`src/rtl/l2_mem_responder_if.sv`:
```
// Shared L1-to-L2 request types and the bundled request/memory-port interface
// of the L2 word responder.
package xentry_pkg;
  typedef enum logic [1:0] {
    LOAD  = 2'b00,
    STORE = 2'b01
  } memory_operation_e;

  typedef enum logic [1:0] {
    IDLE    = 2'b00,
    ISSUE   = 2'b01,
    WAIT    = 2'b10,
    RESPOND = 2'b11
  } responder_state_e;
endpackage

interface l2_mem_responder_if #(
  parameter int XLEN = 32
);
  import xentry_pkg::*;

  logic [XLEN-1:0]   req_address;
  memory_operation_e req_type;
  logic              req_valid;
  logic [XLEN-1:0]   word_to_store;
  logic [XLEN-1:0]   fetched_word;
  logic              req_fulfilled;

  logic [XLEN-1:0]   mem_addr;
  logic              mem_we;
  logic [XLEN-1:0]   mem_wdata;
  logic              mem_valid;
  logic              mem_ready;
  logic [XLEN-1:0]   mem_rdata;
  logic              mem_rvalid;

  logic              timeout_error;

  modport slave (
    input  req_address, req_type, req_valid, word_to_store,
    input  mem_ready, mem_rdata, mem_rvalid,
    output fetched_word, req_fulfilled,
    output mem_addr, mem_we, mem_wdata, mem_valid, timeout_error
  );

  modport master (
    output req_address, req_type, req_valid, word_to_store,
    output mem_ready, mem_rdata, mem_rvalid,
    input  fetched_word, req_fulfilled,
    input  mem_addr, mem_we, mem_wdata, mem_valid, timeout_error
  );
endinterface

```
`src/rtl/l2_mem_responder.sv`:
```
// L2 word responder: takes one L1 request at a time, runs it against a
// ready/valid backing memory and returns the word with a one-cycle pulse.
module l2_mem_responder
  import xentry_pkg::*;
#(
  parameter int XLEN           = 32,
  parameter int TIMEOUT_CYCLES = 64
) (
  input  logic             clk,
  input  logic             reset,
  l2_mem_responder_if.slave bus,
  output responder_state_e dbg_state
);

  localparam int CW = (TIMEOUT_CYCLES > 1) ? $clog2(TIMEOUT_CYCLES) : 1;
  localparam logic [CW-1:0] COUNT_LAST = CW'(TIMEOUT_CYCLES - 1);

  // Handshakes: a request is taken when req_valid is seen in IDLE and is held by
  // the requester until the req_fulfilled pulse; a memory command transfers on a
  // cycle with mem_valid && mem_ready, and read data arrives on a mem_rvalid
  // pulse, which is only looked at in ISSUE and WAIT.

  responder_state_e state;
  logic [CW-1:0]    count;

  // Low address bits are dropped by word alignment.
  logic unused_addr_bits;
  assign unused_addr_bits = ^bus.req_address[1:0];

  assign dbg_state = state;

  always_ff @(posedge clk or negedge reset) begin
    if (!reset) begin
      state             <= IDLE;
      count             <= '0;
      bus.req_fulfilled <= 1'b0;
      bus.fetched_word  <= '0;
      bus.mem_valid     <= 1'b0;
      bus.mem_we        <= 1'b0;
      bus.mem_addr      <= '0;
      bus.mem_wdata     <= '0;
      bus.timeout_error <= 1'b0;
    end else begin
      bus.req_fulfilled <= 1'b0;
      case (state)
        IDLE: begin
          // The command registers double as the captured request.
          if (bus.req_valid) begin
            bus.mem_valid <= 1'b1;
            bus.mem_addr  <= {bus.req_address[XLEN-1:2], 2'b00};
            bus.mem_we    <= (bus.req_type == STORE);
            bus.mem_wdata <= (bus.req_type == STORE) ? bus.word_to_store : '0;
            state         <= ISSUE;
          end
        end
        ISSUE: begin
          if (bus.mem_ready) begin
            bus.mem_valid <= 1'b0;
            bus.mem_we    <= 1'b0;
            bus.mem_addr  <= '0;
            bus.mem_wdata <= '0;
            if (bus.mem_we) begin
              bus.fetched_word  <= '0;
              bus.req_fulfilled <= 1'b1;
              state             <= RESPOND;
            end else if (bus.mem_rvalid) begin
              bus.fetched_word  <= bus.mem_rdata;
              bus.req_fulfilled <= 1'b1;
              state             <= RESPOND;
            end else begin
              count <= '0;
              state <= WAIT;
            end
          end
        end
        WAIT: begin
          count <= count + CW'(1);
          // Data that shows up on the last allowed cycle still counts.
          if (bus.mem_rvalid) begin
            bus.fetched_word  <= bus.mem_rdata;
            bus.req_fulfilled <= 1'b1;
            state             <= RESPOND;
          end else if (count == COUNT_LAST) begin
            bus.fetched_word  <= '1;
            bus.timeout_error <= 1'b1;
            bus.req_fulfilled <= 1'b1;
            state             <= RESPOND;
          end
        end
        RESPOND: begin
          state <= IDLE;
        end
        default: begin
          state <= IDLE;
        end
      endcase
    end
  end

endmodule

```
`src/flat_wrapper.sv`:
```
// flat-port wrapper written by rule: the top's interface ports become plain ports
module l2_mem_responder_flat import xentry_pkg::*;
#(
  parameter int XLEN           = 32,
  parameter int TIMEOUT_CYCLES = 64
)
  (clk, reset, dbg_state, bus_req_address, bus_req_type, bus_req_valid, bus_word_to_store, bus_mem_ready, bus_mem_rdata, bus_mem_rvalid, bus_fetched_word, bus_req_fulfilled, bus_mem_addr, bus_mem_we, bus_mem_wdata, bus_mem_valid, bus_timeout_error);
  l2_mem_responder_if #(.XLEN(XLEN)) bus_i ();
  input  logic clk;
  input  logic reset;
  output responder_state_e dbg_state;
  input wire logic [$bits(bus_i.req_address)-1:0] bus_req_address;
  input wire logic [$bits(bus_i.req_type)-1:0] bus_req_type;
  input wire logic [$bits(bus_i.req_valid)-1:0] bus_req_valid;
  input wire logic [$bits(bus_i.word_to_store)-1:0] bus_word_to_store;
  input wire logic [$bits(bus_i.mem_ready)-1:0] bus_mem_ready;
  input wire logic [$bits(bus_i.mem_rdata)-1:0] bus_mem_rdata;
  input wire logic [$bits(bus_i.mem_rvalid)-1:0] bus_mem_rvalid;
  output wire logic [$bits(bus_i.fetched_word)-1:0] bus_fetched_word;
  output wire logic [$bits(bus_i.req_fulfilled)-1:0] bus_req_fulfilled;
  output wire logic [$bits(bus_i.mem_addr)-1:0] bus_mem_addr;
  output wire logic [$bits(bus_i.mem_we)-1:0] bus_mem_we;
  output wire logic [$bits(bus_i.mem_wdata)-1:0] bus_mem_wdata;
  output wire logic [$bits(bus_i.mem_valid)-1:0] bus_mem_valid;
  output wire logic [$bits(bus_i.timeout_error)-1:0] bus_timeout_error;
  assign bus_i.req_address = bus_req_address;
  assign bus_i.req_type = bus_req_type;
  assign bus_i.req_valid = bus_req_valid;
  assign bus_i.word_to_store = bus_word_to_store;
  assign bus_i.mem_ready = bus_mem_ready;
  assign bus_i.mem_rdata = bus_mem_rdata;
  assign bus_i.mem_rvalid = bus_mem_rvalid;
  assign bus_fetched_word = bus_i.fetched_word;
  assign bus_req_fulfilled = bus_i.req_fulfilled;
  assign bus_mem_addr = bus_i.mem_addr;
  assign bus_mem_we = bus_i.mem_we;
  assign bus_mem_wdata = bus_i.mem_wdata;
  assign bus_mem_valid = bus_i.mem_valid;
  assign bus_timeout_error = bus_i.timeout_error;
  l2_mem_responder #(.XLEN(XLEN), .TIMEOUT_CYCLES(TIMEOUT_CYCLES)) u_core (.clk(clk), .reset(reset), .bus(bus_i), .dbg_state(dbg_state));
endmodule
```
`config.mk`:
```
export PLATFORM = sky130hd
export DESIGN_NAME = l2_mem_responder_flat
export DESIGN_NICKNAME = d
export VERILOG_FILES = /design/src/rtl/l2_mem_responder_if.sv /design/src/rtl/l2_mem_responder.sv /design/src/flat_wrapper.sv
export SDC_FILE = /design/constraint.sdc
export NUM_CORES = 1
export LEC_CHECK = 0
export ABC_CLOCK_PERIOD_IN_PS = 2200
export CORE_MARGIN = 8
export CORE_UTILIZATION = 39
export CTS_CLUSTER_DIAMETER = 30
export CTS_CLUSTER_SIZE = 14
export DETAILED_ROUTE_END_ITERATION = 10
export DONT_BUFFER_PORTS = 1
export GPL_ROUTABILITY_DRIVEN = 0
export GPL_TIMING_DRIVEN = 1
export MAX_ROUTING_LAYER = met4
export PLACE_DENSITY_LB_ADDON = 0.2
export SLEW_MARGIN = 20
export SYNTH_ARGS = -nofsm -noshare
export SYNTH_HDL_FRONTEND = slang
export SYNTH_SLANG_ARGS = --single-unit
export TNS_END_PERCENT = 50
```
`constraint.sdc`:
```
create_clock -name clk -period 2.2 [get_ports clk]
set_input_delay 0.22 -clock clk [delete_from_list [all_inputs] [get_ports clk]]
set_output_delay 0.22 -clock clk [all_outputs]
set_load 0.005 [all_outputs]
```
# After elaboration in Yosys (flattened, before gate mapping)
# Cells that the tools add are included.
dict set report op_classes {
  order_cmp 0
  muxes 34
  n_shift 0
  n_bitwise 1
  div 0
  add_sub_neg 1
  reduce_logical 8
  n_eq_ne 11
  multipliers 0
}
# operator n
set ops {}
lappend ops {{2-to-1 mux 32 bit} 9}
lappend ops {{one-hot mux 32 bit (2 select lines)} 3}
lappend ops {{2-to-1 mux 6 bit} 3}
lappend ops {{one-hot mux 6 bit (2 select lines)} 1}
lappend ops {{2-to-1 mux 2 bit} 5}
lappend ops {{2-to-1 mux 1 bit} 9}
lappend ops {{AND reduction 3 bit} 3}
lappend ops {{!= test 2 bit, second input constant} 4}
lappend ops {{one-hot mux 2 bit (4 select lines)} 1}
lappend ops {{AND reduction 4 bit} 2}
lappend ops {{adder 6 x 1 -> 6 bit, second input constant} 1}
lappend ops {{equality test 6 bit, second input constant} 1}
lappend ops {{!= test 3 x 2 -> 1 bit, second input constant} 2}
lappend ops {{one-hot mux 1 bit (2 select lines)} 3}
lappend ops {{equality test 2 x 1 -> 1 bit, second input constant} 2}
lappend ops {{equality test 2 bit, second input constant} 2}
lappend ops {{nonzero test 2 bit} 2}
lappend ops {{logical NOT 2 bit} 1}
lappend ops {{inverter 1 bit} 1}
dict set report word_totals {
  input_bits 103
  output_inout_bits 102
  word_cells 64
  mem_count 0
  ramBits 0
  mem_bits_ro 0
  ff_bits 108
  latchBits 0
}

# Depth between registers and ports, before layout
# Gate-level depths: netlist of run 1.
dict set report depth {
  ltp_word 4
  ltp_mapped 9
  depth_no_buf 6
}

# Worst setup path after synthesis of run 1
# No wires, ideal clock.
dict set report synth_path {
  kind {reg-to-reg}
  startpoint {register u_core.state[1] (netlist: u_core.dbg_state[1])}
  endpoint {register u_core.bus.mem_wdata[0]}
  stages_incl_launch_ff 9
  period_less_slack_ns 1.809
  n_path_buf 3
  slack_ns 0.391
  setup_ns 0.121
  arrival_ns 1.688
  required_ns 2.079
  cell_sequence {dfrtp_1 inv_1 ha_1 buf_6 nor2b_1 a211o_1 buf_6 buf_6 a22o_1}
}
dict set report synth_via {
  elab_chain_cells 3
  elab_cells_between_ends 7
  cone_classes {3 x eq/ne; 1 x mux; 3 x reduce/logical}
}
# item line_no
set synth_lines {}
lappend synth_lines {{from (decl)} l2_mem_responder.sv:23} ;# responder_state_e state;
lappend synth_lines {{from (signal assigned)} l2_mem_responder.sv:34} ;# state <= IDLE;
lappend synth_lines {{from (signal assigned)} l2_mem_responder.sv:53} ;# state <= ISSUE;
lappend synth_lines {{from (signal assigned)} l2_mem_responder.sv:65} ;# state <= RESPOND;
lappend synth_lines {{equality test 2 x 1 -> 1 bit / logical NOT 2 bit (equally long branches)} l2_mem_responder.sv:45} ;# case (state)
lappend synth_lines {{!= test 2 bit (no line) / nonzero test 2 bit (equally long branches)} n/a}
lappend synth_lines {{AND reduction 3 bit (no line)} n/a}
lappend synth_lines {{to (signal assigned)} l2_mem_responder.sv:52} ;# bus.mem_wdata <= (bus.req_type == STORE) ? bus.word_to_store : '0;
lappend synth_lines {{to (decl)} l2_mem_responder_if.sv:43} ;# output mem_addr, mem_we, mem_wdata, mem_valid, timeout_error
# Several ways; a longest one is shown, not always the timed one.
# A chain may end at the register's enable or synchronous reset.

# Final worst setup path of run 1
dict set report layout_path {
  startpoint {register u_core.state[0] (netlist: u_core.dbg_state[0])}
  endpoint {register u_core.bus.fetched_word[25]}
}
dict set report layout_via {
  elab_chain_cells 3
  elab_cells_between_ends 8
  cone_classes {5 x eq/ne; 1 x mux; 2 x reduce/logical}
}
# item line_no
set layout_lines {}
lappend layout_lines {{equality test 2 bit / equality test 2 x 1 -> 1 bit (equally long branches)} l2_mem_responder.sv:45}
lappend layout_lines {{!= test 3 x 2 -> 1 bit (no line) (tied with other cells)} n/a}
lappend layout_lines {{AND reduction 4 bit (no line)} n/a}
lappend layout_lines {{to (signal assigned)} l2_mem_responder.sv:67} ;# bus.fetched_word <= bus.mem_rdata;
lappend layout_lines {{to (signal assigned)} l2_mem_responder.sv:80} ;# bus.fetched_word <= bus.mem_rdata;
lappend layout_lines {{to (decl)} l2_mem_responder_if.sv:42} ;# output fetched_word, req_fulfilled,
# Several ways; a longest one is shown, not always the timed one.

==> metrics, run 1 <==
clock power share=0.145; Max Clk Rate=499 MHz; root buffer cell=clkbuf_8; Setup CP Type=flip-flop to flip-flop; first-pass GRT wire length=18300 um; fillers=962; Synth top cells by count=dfrtp_1 (106), nand2_1 (74), o21ai_0 (34); post-route ant nets=0; Core Region=10900 um2; Die ar.=14800 um2; hold slack=-0.456 ns; sequential cell area=2650 um2; DP Area=4470 um2; Critical-path top delay cell=o22a_2; VDD IR max=0.555 mV; WL/cell=19.0 um; Synth area leader=dfrtp_1; setup bufs post-CTS=0; vias in the first global route=3287; Tot GR Track Use=0.161; Levels on crit path=5; via count=3144; Worst Skew=0.00684 ns; NumNets Final=566; DPL Wire Length=7610 um; setup tns final=0 ns; Clock Pin Slew Worst Setup and Hold Paths=0.10 ns; largest cells by area after synthesis=dfrtp_1 (61%), a22o_1 (6.4%), a2bb2oi_1 (6.4%); sequential area share after synthesis=0.609; RSZ-0062 raised after global routing=false; pwr/cell area=1390 nW/um2; Max-slew headroom=0.556; Detailed Route WL=11500 um; CP bufs+invs=1; Int Power=4.61 mW; CP top delay family=compound AO/OA/AOI/OAI gates; Largest stage delay, worst path=0.62 ns; Worst Path Arrival=2.28 ns; Worst Path Required=2.48 ns; I/O pins=205; 1st-pass router iterations=4; status=finished with violations; asr flop ratio synth=1.00; H-tree Lvls=3; Finished Cell Area=5450 um2; Multi-input gate area=1540 um2; Initial DRC Count=233; antenna diode instance count=0; area share of the largest cell type after synthesis=0.609; layout cells sized above 1=0.0668; Initial Util=0.400; number of I/O port buffers=0; drc violations=0; post-synthesis cell count=386; R2R cell count=5; Die Width=122 um; Sw Ratio=0.390; max-slew violation count=0; floorplan row count=38; final setup fails=0; CTS sink count=106; top-count cell post-synth=dfrtp_1; failing checks=hold timing; Synthesis Warnings=0; Clock Latency Late Sink=0.35 ns; Top FF cell, synth=dfrtp_1; Synth Cell Area=4350 um2; worst path cell trace=inv_1 > ha_1 > nor2b_1 > o22a_2 > a2bb2oi_1; grt total ovfl=0; TritonCTS clock tree=yes; initial antenna violation count=0; CTS max path bufs=2; max_cap viols=0; startpoint types=flip-flop; Comb pwr share=0.405; Num CTS Buffers=9; largest net degree at the start of global routing=107; Flop pwr share=0.450; Setup crit end kind=flip-flop; min cycle time layout=2.00 ns; Post-CTS Hold Buffers=80; Yosys cell types=33; Slew @ Worst Pin=0.666 ns; number of vias per cell=5.21; CP max FO=32; Yosys reg bits=106; Final Cycle Share=0.910; # resized after CTS=0; Die H=122 um; Final Hold Viols=106; net load switching power=2.95 mW; Avg Cell Area, Syn=11.3 um2; type of the tightest min-delay check=input pin to async pin; Pleak=2.54 nW; number of synthesized flops with an enable pin=0; Syn-to-layout area delta=25.2%
[worst paths after layout]
| path | from | to | slack, ns |
|---|---|---|---|
| max in group asynchronous | reset | u_core.bus.fetched_word[6] | 2.53 |
| setup reg to reg | u_core.dbg_state[0] | u_core.bus.fetched_word[25] | 0.20 |
| setup / recovery | u_core.dbg_state[0] | u_core.bus.fetched_word[25] | 0.20 |
| hold / removal | reset | u_core.bus.mem_addr[15] | -0.46 |
| hold reg to reg | u_core.bus.timeout_error | u_core.bus.timeout_error | 0.51 |
| min in group clk | bus_req_address[24] | u_core.bus.mem_addr[24] | 0.02 |
[state kept, by name, summed over array words and instances (netlist names)]
name,cells
u_core.bus.timeout_error,1
u_core.bus.req_fulfilled,1
u_core.bus.fetched_word,32
u_core.bus.mem_valid,1
u_core.bus.mem_wdata,32
u_core.dbg_state,2
u_core.bus.mem_we,1
u_core.bus.mem_addr,30
u_core.count,6
[worst register-to-register path, cell delays in order (launching register included)]
cell       delay (ns)
dfrtp_1          0.38
inv_1            0.10
ha_1             0.36
nor2b_1          0.24
o22a_2           0.62
a2bb2oi_1        0.24
[routing by layer]
metal / vias to the layer above / track usage / routed length [um]
met4: 0 / 0.0571 / 170
li1: 1484 / - / -
met5: - / - / 0
met1: 1519 / 0.193 / 4660
met3: 12 / 0.0495 / 1010
met2: 129 / 0.250 / 5660
[layout make-up]
| type | count | area share |
|---|---|---|
| timing repair buffer | 91 | 0.164 |
| tap | 140 | 0.0321 |
| sequential | 106 | 0.487 |
| clock buffer | 11 | 0.0259 |
| multi-input combinational | 248 | 0.282 |
| inverter | 3 | 0.00207 |
| clock inverter | 5 | 0.00689 |
[placed cells by master (no fill, tap or decap), types with 3 or more instances in the layout]
cell	count
a22o_1	32
nor2b_1	3
o21ai_0	34
a2bb2oi_1	32
ha_1	4
dlygate4sd3_1	80
inv_1	3
and3_1	3
buf_4	10
nand3_1	3
nand2_1	74
clkbuf_8	10
dfrtp_1	106
nor2_1	4
nand2b_1	33
[cell families after synthesis]
group           after synthesis  synth area share
flops                       106             0.609
compound gates              115             0.197
other cells                   1          0.000861
mux                           1           0.00259
simple gates                126             0.137
buf+inv                      33            0.0414
fa+ha+maj                     4            0.0115
[stage by stage]
| step | worst slack (ns) | util | cells | total power, mW |
|---|---|---|---|---|
| after CTS | 0.206 | 0.501 | 604 | 7.66 |
| after floorplan | 0.391 | - | 387 | 5.69 |
| after detailed placement | 0.218 | 0.411 | 508 | 6.42 |
| after global routing | 0.0192 | 0.501 | 604 | 8.20 |
| final | 0.197 | 0.501 | 604 | 7.57 |
| after global placement | 0.303 | 0.411 | 508 | 6.32 |
[power by group through the flow]
stage | clock network [mW] | logic, mW | registers [mW]
2_1_floorplan | 0 | 2.47 | 3.22
4_1_cts | 1.16 | 3.08 | 3.43
3_5_place_dp | 0 | 2.98 | 3.44
3_3_place_gp | 0 | 2.86 | 3.46
6_report | 1.10 | 3.06 | 3.40
5_1_grt | 1.24 | 3.44 | 3.51
(Power assumes the default switching activity.)
==> run 2, diff against run 1 <==
--- a/config.mk
+++ b/config.mk
@@ -14,9 +14,9 @@
 export DONT_BUFFER_PORTS = 1
 export GPL_ROUTABILITY_DRIVEN = 0
 export GPL_TIMING_DRIVEN = 1
+export HOLD_SLACK_MARGIN = 0.15
 export MAX_ROUTING_LAYER = met4
 export PLACE_DENSITY_LB_ADDON = 0.2
-export SLEW_MARGIN = 20
 export SYNTH_ARGS = -nofsm -noshare
 export SYNTH_HDL_FRONTEND = slang
 export SYNTH_SLANG_ARGS = --single-unit
==> metrics, run 2 (synthesized netlist as in run 1, its figures left out) <==
pwr/cell area=1350 nW/um2 (was 1390 nW/um2); via count=3195 (was 3144); most common cell after layout, fill and taps aside=dfrtp_1 (unchanged); Final Hold Viols=106 (unchanged); post-route ant nets=0 (unchanged); H-tree Lvls=3 (unchanged); Initial DRC Count=231 (was 233); I/O pins=205 (unchanged); CP max FO=32 (unchanged); final setup fails=0 (unchanged); Sw Ratio=0.390 (about the same); min cycle time layout=2.00 ns (about the same); top flop regs=u_core.bus.fetched_word x32, u_core.bus.mem_wdata x32, u_core.bus.mem_addr x30 (unchanged); largest net degree at the start of global routing=107 (unchanged); Post-CTS Hold Buffers=97 (was 80); reg2reg start=u_core.dbg_state[0] (unchanged); DPL Wire Length=7610 um (unchanged); Setup crit end kind=flip-flop (unchanged); Worst Path Required=2.48 ns (about the same); placed cell count=508 (unchanged); Max Clk Rate=500 MHz (was 499 MHz); startpoint types=flip-flop (unchanged); r2r setup slk=0.20 ns (about the same); TritonCTS clock tree=yes (unchanged); net load switching power=2.97 mW (was 2.95 mW); Tot GR Track Use=0.165 (was 0.161); Die H=122 um (unchanged); vias in the first global route=3377 (was 3287); Max-slew headroom=0.556 (about the same); max-slew violation count=0 (unchanged); setup bufs post-CTS=0 (unchanged); Detailed Route WL=11800 um (was 11500 um); antenna diode instance count=0 (unchanged); CP bufs+invs=1 (unchanged); drc violations=0 (unchanged); CTS max path bufs=2 (unchanged); Core Region=10900 um2 (unchanged); Worst Skew=0.00800 ns (was 0.00684 ns); CP top delay family=compound AO/OA/AOI/OAI gates (unchanged); Critical-path top delay cell=o22a_2 (unchanged); fillers=944 (was 962); Slew @ Worst Pin=0.667 ns (was 0.666 ns); initial antenna violation count=0 (unchanged); Largest stage delay, worst path=0.62 ns (about the same); Setup CP Type=flip-flop to flip-flop (unchanged); Clock Pin Slew Worst Setup and Hold Paths=0.10 ns (about the same); Critical R2R Capture=u_core.bus.fetched_word[25] (unchanged); type of the tightest min-delay check=input pin to async pin (unchanged); worst path cell trace=inv_1 > ha_1 > nor2b_1 > o22a_2 > a2bb2oi_1 (unchanged); number of vias per cell=5.14 (was 5.21); Clock Latency Late Sink=0.35 ns (about the same); Non-Filler Instances=621 (was 604); 1st-pass router iterations=4 (unchanged); VDD IR max=0.556 mV (was 0.555 mV); Int Power=4.63 mW (was 4.61 mW); Comb pwr share=0.408 (was 0.405); Die ar.=14800 um2 (unchanged); status=finished with violations (unchanged); CTS sink count=106 (unchanged); number of I/O port buffers=0 (unchanged); Syn-to-layout area delta=29.1% (was 25.2%); failing checks=hold timing (unchanged); R2R cell count=5 (unchanged); layout cells sized above 1=0.0644 (was 0.0668); NumNets Final=583 (was 566); WL/cell=19.0 um (about the same); Worst Path Arrival=2.28 ns (about the same); max_cap viols=0 (unchanged); # resized after CTS=0 (unchanged); root buffer cell=clkbuf_8 (unchanged); clock power share=0.144 (was 0.145); Flop pwr share=0.448 (was 0.450); first-pass GRT wire length=18800 um (was 18300 um); RSZ-0062 raised after global routing=false (unchanged); Final Cycle Share=0.909 (was 0.910); floorplan row count=38 (unchanged); most frequent cells in the layout=dfrtp_1 (106), dlygate4sd3_1 (97), nand2_1 (74) (was dfrtp_1 (106), dlygate4sd3_1 (80), nand2_1 (74)); post-layout total power=7.60 mW (was 7.57 mW); Pleak=2.61 nW (was 2.54 nW); hold slack=-0.454 ns (was -0.456 ns); setup tns final=0 ns (unchanged); grt total ovfl=0 (unchanged); Num CTS Buffers=9 (unchanged); Die Width=122 um (unchanged); Initial Util=0.400 (unchanged)
run 2: cell count changes in the layout (fill, tap and decap cells not counted):
cell,delta
dlygate4sd3_1,+17
run 2: worst max path at each step:
stage,start,to,slack (ns),cells past startpoint
finish,u_core.dbg_state[0],u_core.bus.fetched_word[25],0.20,5
global route,u_core.dbg_state[0],u_core.bus.fetched_word[17],0.01,5
CTS,u_core.dbg_state[0],u_core.bus.fetched_word[2],0.21,5
detailed placement,u_core.dbg_state[0],u_core.bus.fetched_word[17],0.22,5
global placement,u_core.dbg_state[0],u_core.bus.fetched_word[11],0.30,5
floorplan,u_core.dbg_state[1],u_core.bus.mem_wdata[0],0.39,8
run 2: layout make-up:
class | instances | area [um2] | share of cell area
clock buffers | 11 | 141 | 0.0252
clock inverters | 5 | 37.5 | 0.00668
inverters | 3 | 11.3 | 0.00200
multi-input cells | 248 | 1540 | 0.274
flip-flops and latches | 106 | 2650 | 0.472
well taps | 140 | 175 | 0.0312
repair buffers | 108 | 1070 | 0.190
run 2: power groups by stage:
stage / Clock (mW) / Combinational (mW) / Sequential (mW)
2_1_floorplan: 0 / 2.47 / 3.22
3_3_place_gp: 0 / 2.86 / 3.46
3_5_place_dp: 0 / 2.98 / 3.44
4_1_cts: 1.16 / 3.11 / 3.43
5_1_grt: 1.24 / 3.48 / 3.51
6_report: 1.09 / 3.10 / 3.41
run 2: routing by layer:
layer	share of wire	track usage	wire length, um	vias to the layer above
li1	-	-	-	1517
met1	0.41	0.200	4800	1533
met2	0.49	0.255	5830	134
met3	0.084	0.0504	995	11
met4	0.014	0.0571	170	0
met5	0	-	0	-
run 2: through the flow:
| stage | setup WS [ns] | cell area (um2) | hold slack, ns | util |
|---|---|---|---|---|
| floorplan | 0.391 | 4360 | -0.0756 | - |
| global placement | 0.303 | 4470 | -0.0722 | 0.411 |
| detailed placement | 0.218 | 4470 | -0.0718 | 0.411 |
| CTS | 0.206 | 5620 | -0.480 | 0.516 |
| global route | 0.0144 | 5620 | -0.498 | 0.516 |
| finish | 0.200 | 5620 | -0.454 | 0.516 |
==> run 3, diff against run 2 <==
--- a/config.mk
+++ b/config.mk
@@ -17,6 +17,7 @@
 export HOLD_SLACK_MARGIN = 0.15
 export MAX_ROUTING_LAYER = met4
 export PLACE_DENSITY_LB_ADDON = 0.2
+export RECOVER_POWER = 100
 export SYNTH_ARGS = -nofsm -noshare
 export SYNTH_HDL_FRONTEND = slang
 export SYNTH_SLANG_ARGS = --single-unit
==> metrics, run 3 (synthesized netlist as in run 1, its figures left out) <==
status=finished with violations (unchanged); failing checks=hold timing (unchanged); placed cell count=508 (unchanged); Post-CTS Hold Buffers=97 (unchanged); CTS max path bufs=2 (unchanged); CP max FO=32 (unchanged); r2r setup slk=0.20 ns (about the same); Max-slew headroom=0.556 (about the same); Syn-to-layout area delta=28.5% (was 29.1%); Worst Path Arrival=2.28 ns (about the same); Critical-path top delay cell=o22a_2 (unchanged); Tot GR Track Use=0.165 (unchanged); Clock Latency Late Sink=0.36 ns (was 0.35 ns); min cycle time layout=2.00 ns (about the same); setup tns final=0 ns (unchanged); 1st-pass router iterations=4 (unchanged); Worst Path Required=2.48 ns (about the same); Core Region=10900 um2 (unchanged); first-pass GRT wire length=18800 um (unchanged); CP bufs+invs=1 (unchanged); Initial DRC Count=235 (was 231); CTS sink count=106 (unchanged); antenna diode instance count=0 (unchanged); # resized after CTS=0 (unchanged); grt total ovfl=0 (unchanged); number of I/O port buffers=0 (unchanged); post-route ant nets=0 (unchanged); drc violations=0 (unchanged); number of vias per cell=5.15 (was 5.14); VDD IR max=0.552 mV (was 0.556 mV); Worst Skew=0.0103 ns (was 0.00800 ns); NumNets Final=583 (unchanged); CP top delay family=compound AO/OA/AOI/OAI gates (unchanged); most frequent cells in the layout=dfrtp_1 (106), dlygate4sd3_1 (97), nand2_1 (74) (unchanged); Detailed Route WL=11800 um (about the same); largest net degree at the start of global routing=107 (unchanged); max_cap viols=0 (unchanged); DP Area=4470 um2 (unchanged); Clock Pin Slew Worst Setup and Hold Paths=0.10 ns (about the same); Final Cycle Share=0.910 (was 0.909); root buffer cell=clkbuf_8 (unchanged); final setup fails=0 (unchanged); type of the tightest min-delay check=input pin to async pin (unchanged); Max Clk Rate=499 MHz (was 500 MHz); Largest stage delay, worst path=0.62 ns (about the same); Pleak=2.60 nW (was 2.61 nW); TritonCTS clock tree=yes (unchanged); H-tree Lvls=3 (unchanged); Final Hold Viols=106 (unchanged); DPL Wire Length=7610 um (unchanged); Initial Util=0.400 (unchanged); hold slack=-0.455 ns (was -0.454 ns); Die H=122 um (unchanged); max-slew violation count=0 (unchanged); floorplan row count=38 (unchanged); Setup CP Type=flip-flop to flip-flop (unchanged); fillers=945 (was 944); Num CTS Buffers=9 (unchanged); post-layout total power=7.57 mW (was 7.60 mW); pwr/cell area=1350 nW/um2 (about the same); startpoint types=flip-flop (unchanged); Die ar.=14800 um2 (unchanged); RSZ-0062 raised after global routing=false (unchanged); layout cells sized above 1=0.0582 (was 0.0644); Critical R2R Capture=u_core.bus.fetched_word[25] (unchanged); WL/cell=19.1 um (was 19.0 um); reg2reg start=u_core.dbg_state[0] (unchanged); via count=3197 (was 3195); R2R cell count=5 (unchanged); worst path cell trace=inv_1 > ha_1 > nor2b_1 > o22a_2 > a2bb2oi_1 (unchanged); setup bufs post-CTS=0 (unchanged); I/O pins=205 (unchanged); top flop regs=u_core.bus.fetched_word x32, u_core.bus.mem_wdata x32, u_core.bus.mem_addr x30 (unchanged); sequential cell area=2650 um2 (unchanged); Slew @ Worst Pin=0.667 ns (about the same); Non-Filler Instances=621 (unchanged); Setup crit end kind=flip-flop (unchanged); initial antenna violation count=0 (unchanged); most common cell after layout, fill and taps aside=dfrtp_1 (unchanged); vias in the first global route=3377 (unchanged); Die Width=122 um (unchanged); Multi-input gate area=1520 um2 (was 1540 um2); Finished Cell Area=5600 um2 (was 5620 um2)
## run 3: changes by cell type in the layout (fill, tap and decap cells not counted)
cell and change:
nor4_1 +1, nor4_4 -1, clkbuf_1 +2, buf_4 -4, o21ai_1 -2, clkbuf_2 +1
clkbuf_4 +1, o21ai_0 +2
## run 3: routing by layer
layer / part of all wire / vias to the layer above / global-route usage
met5: 0 / - / -
met4: 0.014 / 0 / 0.0571
met3: 0.083 / 12 / 0.0504
met2: 0.49 / 132 / 0.255
met1: 0.41 / 1535 / 0.200
li1: - / 1518 / -
## run 3: final cells by class
cell class / instances / share of cell area
clock buffer: 11 / 0.0253
clock inverter: 5 / 0.00671
inverter: 3 / 0.00201
multi-input combinational: 248 / 0.272
sequential: 106 / 0.474
tap: 140 / 0.0313
timing repair buffer: 108 / 0.189
## run 3: power by group
group          internal [mW]  total [mW]  switching [mW]  leakage, nW
clock                  0.448        1.10           0.651       0.0859
sequential              2.74        3.41           0.671         1.34
combinational           1.43        3.07            1.64         1.18
## run 3: how the worst max path moves through the flow
stage / depth (start not counted) / slack [ns] / from / end
finish: 5 / 0.20 / u_core.dbg_state[0] / u_core.bus.fetched_word[25]
detailed placement: 5 / 0.22 / u_core.dbg_state[0] / u_core.bus.fetched_word[17]
global placement: 5 / 0.30 / u_core.dbg_state[0] / u_core.bus.fetched_word[11]
floorplan: 8 / 0.39 / u_core.dbg_state[1] / u_core.bus.mem_wdata[0]
global route: 5 / 0.02 / u_core.dbg_state[0] / u_core.bus.fetched_word[17]
CTS: 5 / 0.21 / u_core.dbg_state[0] / u_core.bus.fetched_word[2]
## run 3: stage by stage
step	hold slack (ns)	worst slack, ns	utilization
CTS	-0.480	0.206	0.516
floorplan	-0.0756	0.391	-
global placement	-0.0722	0.303	0.411
detailed placement	-0.0718	0.218	0.411
finish	-0.455	0.197	0.514
global route	-0.498	0.0163	0.514
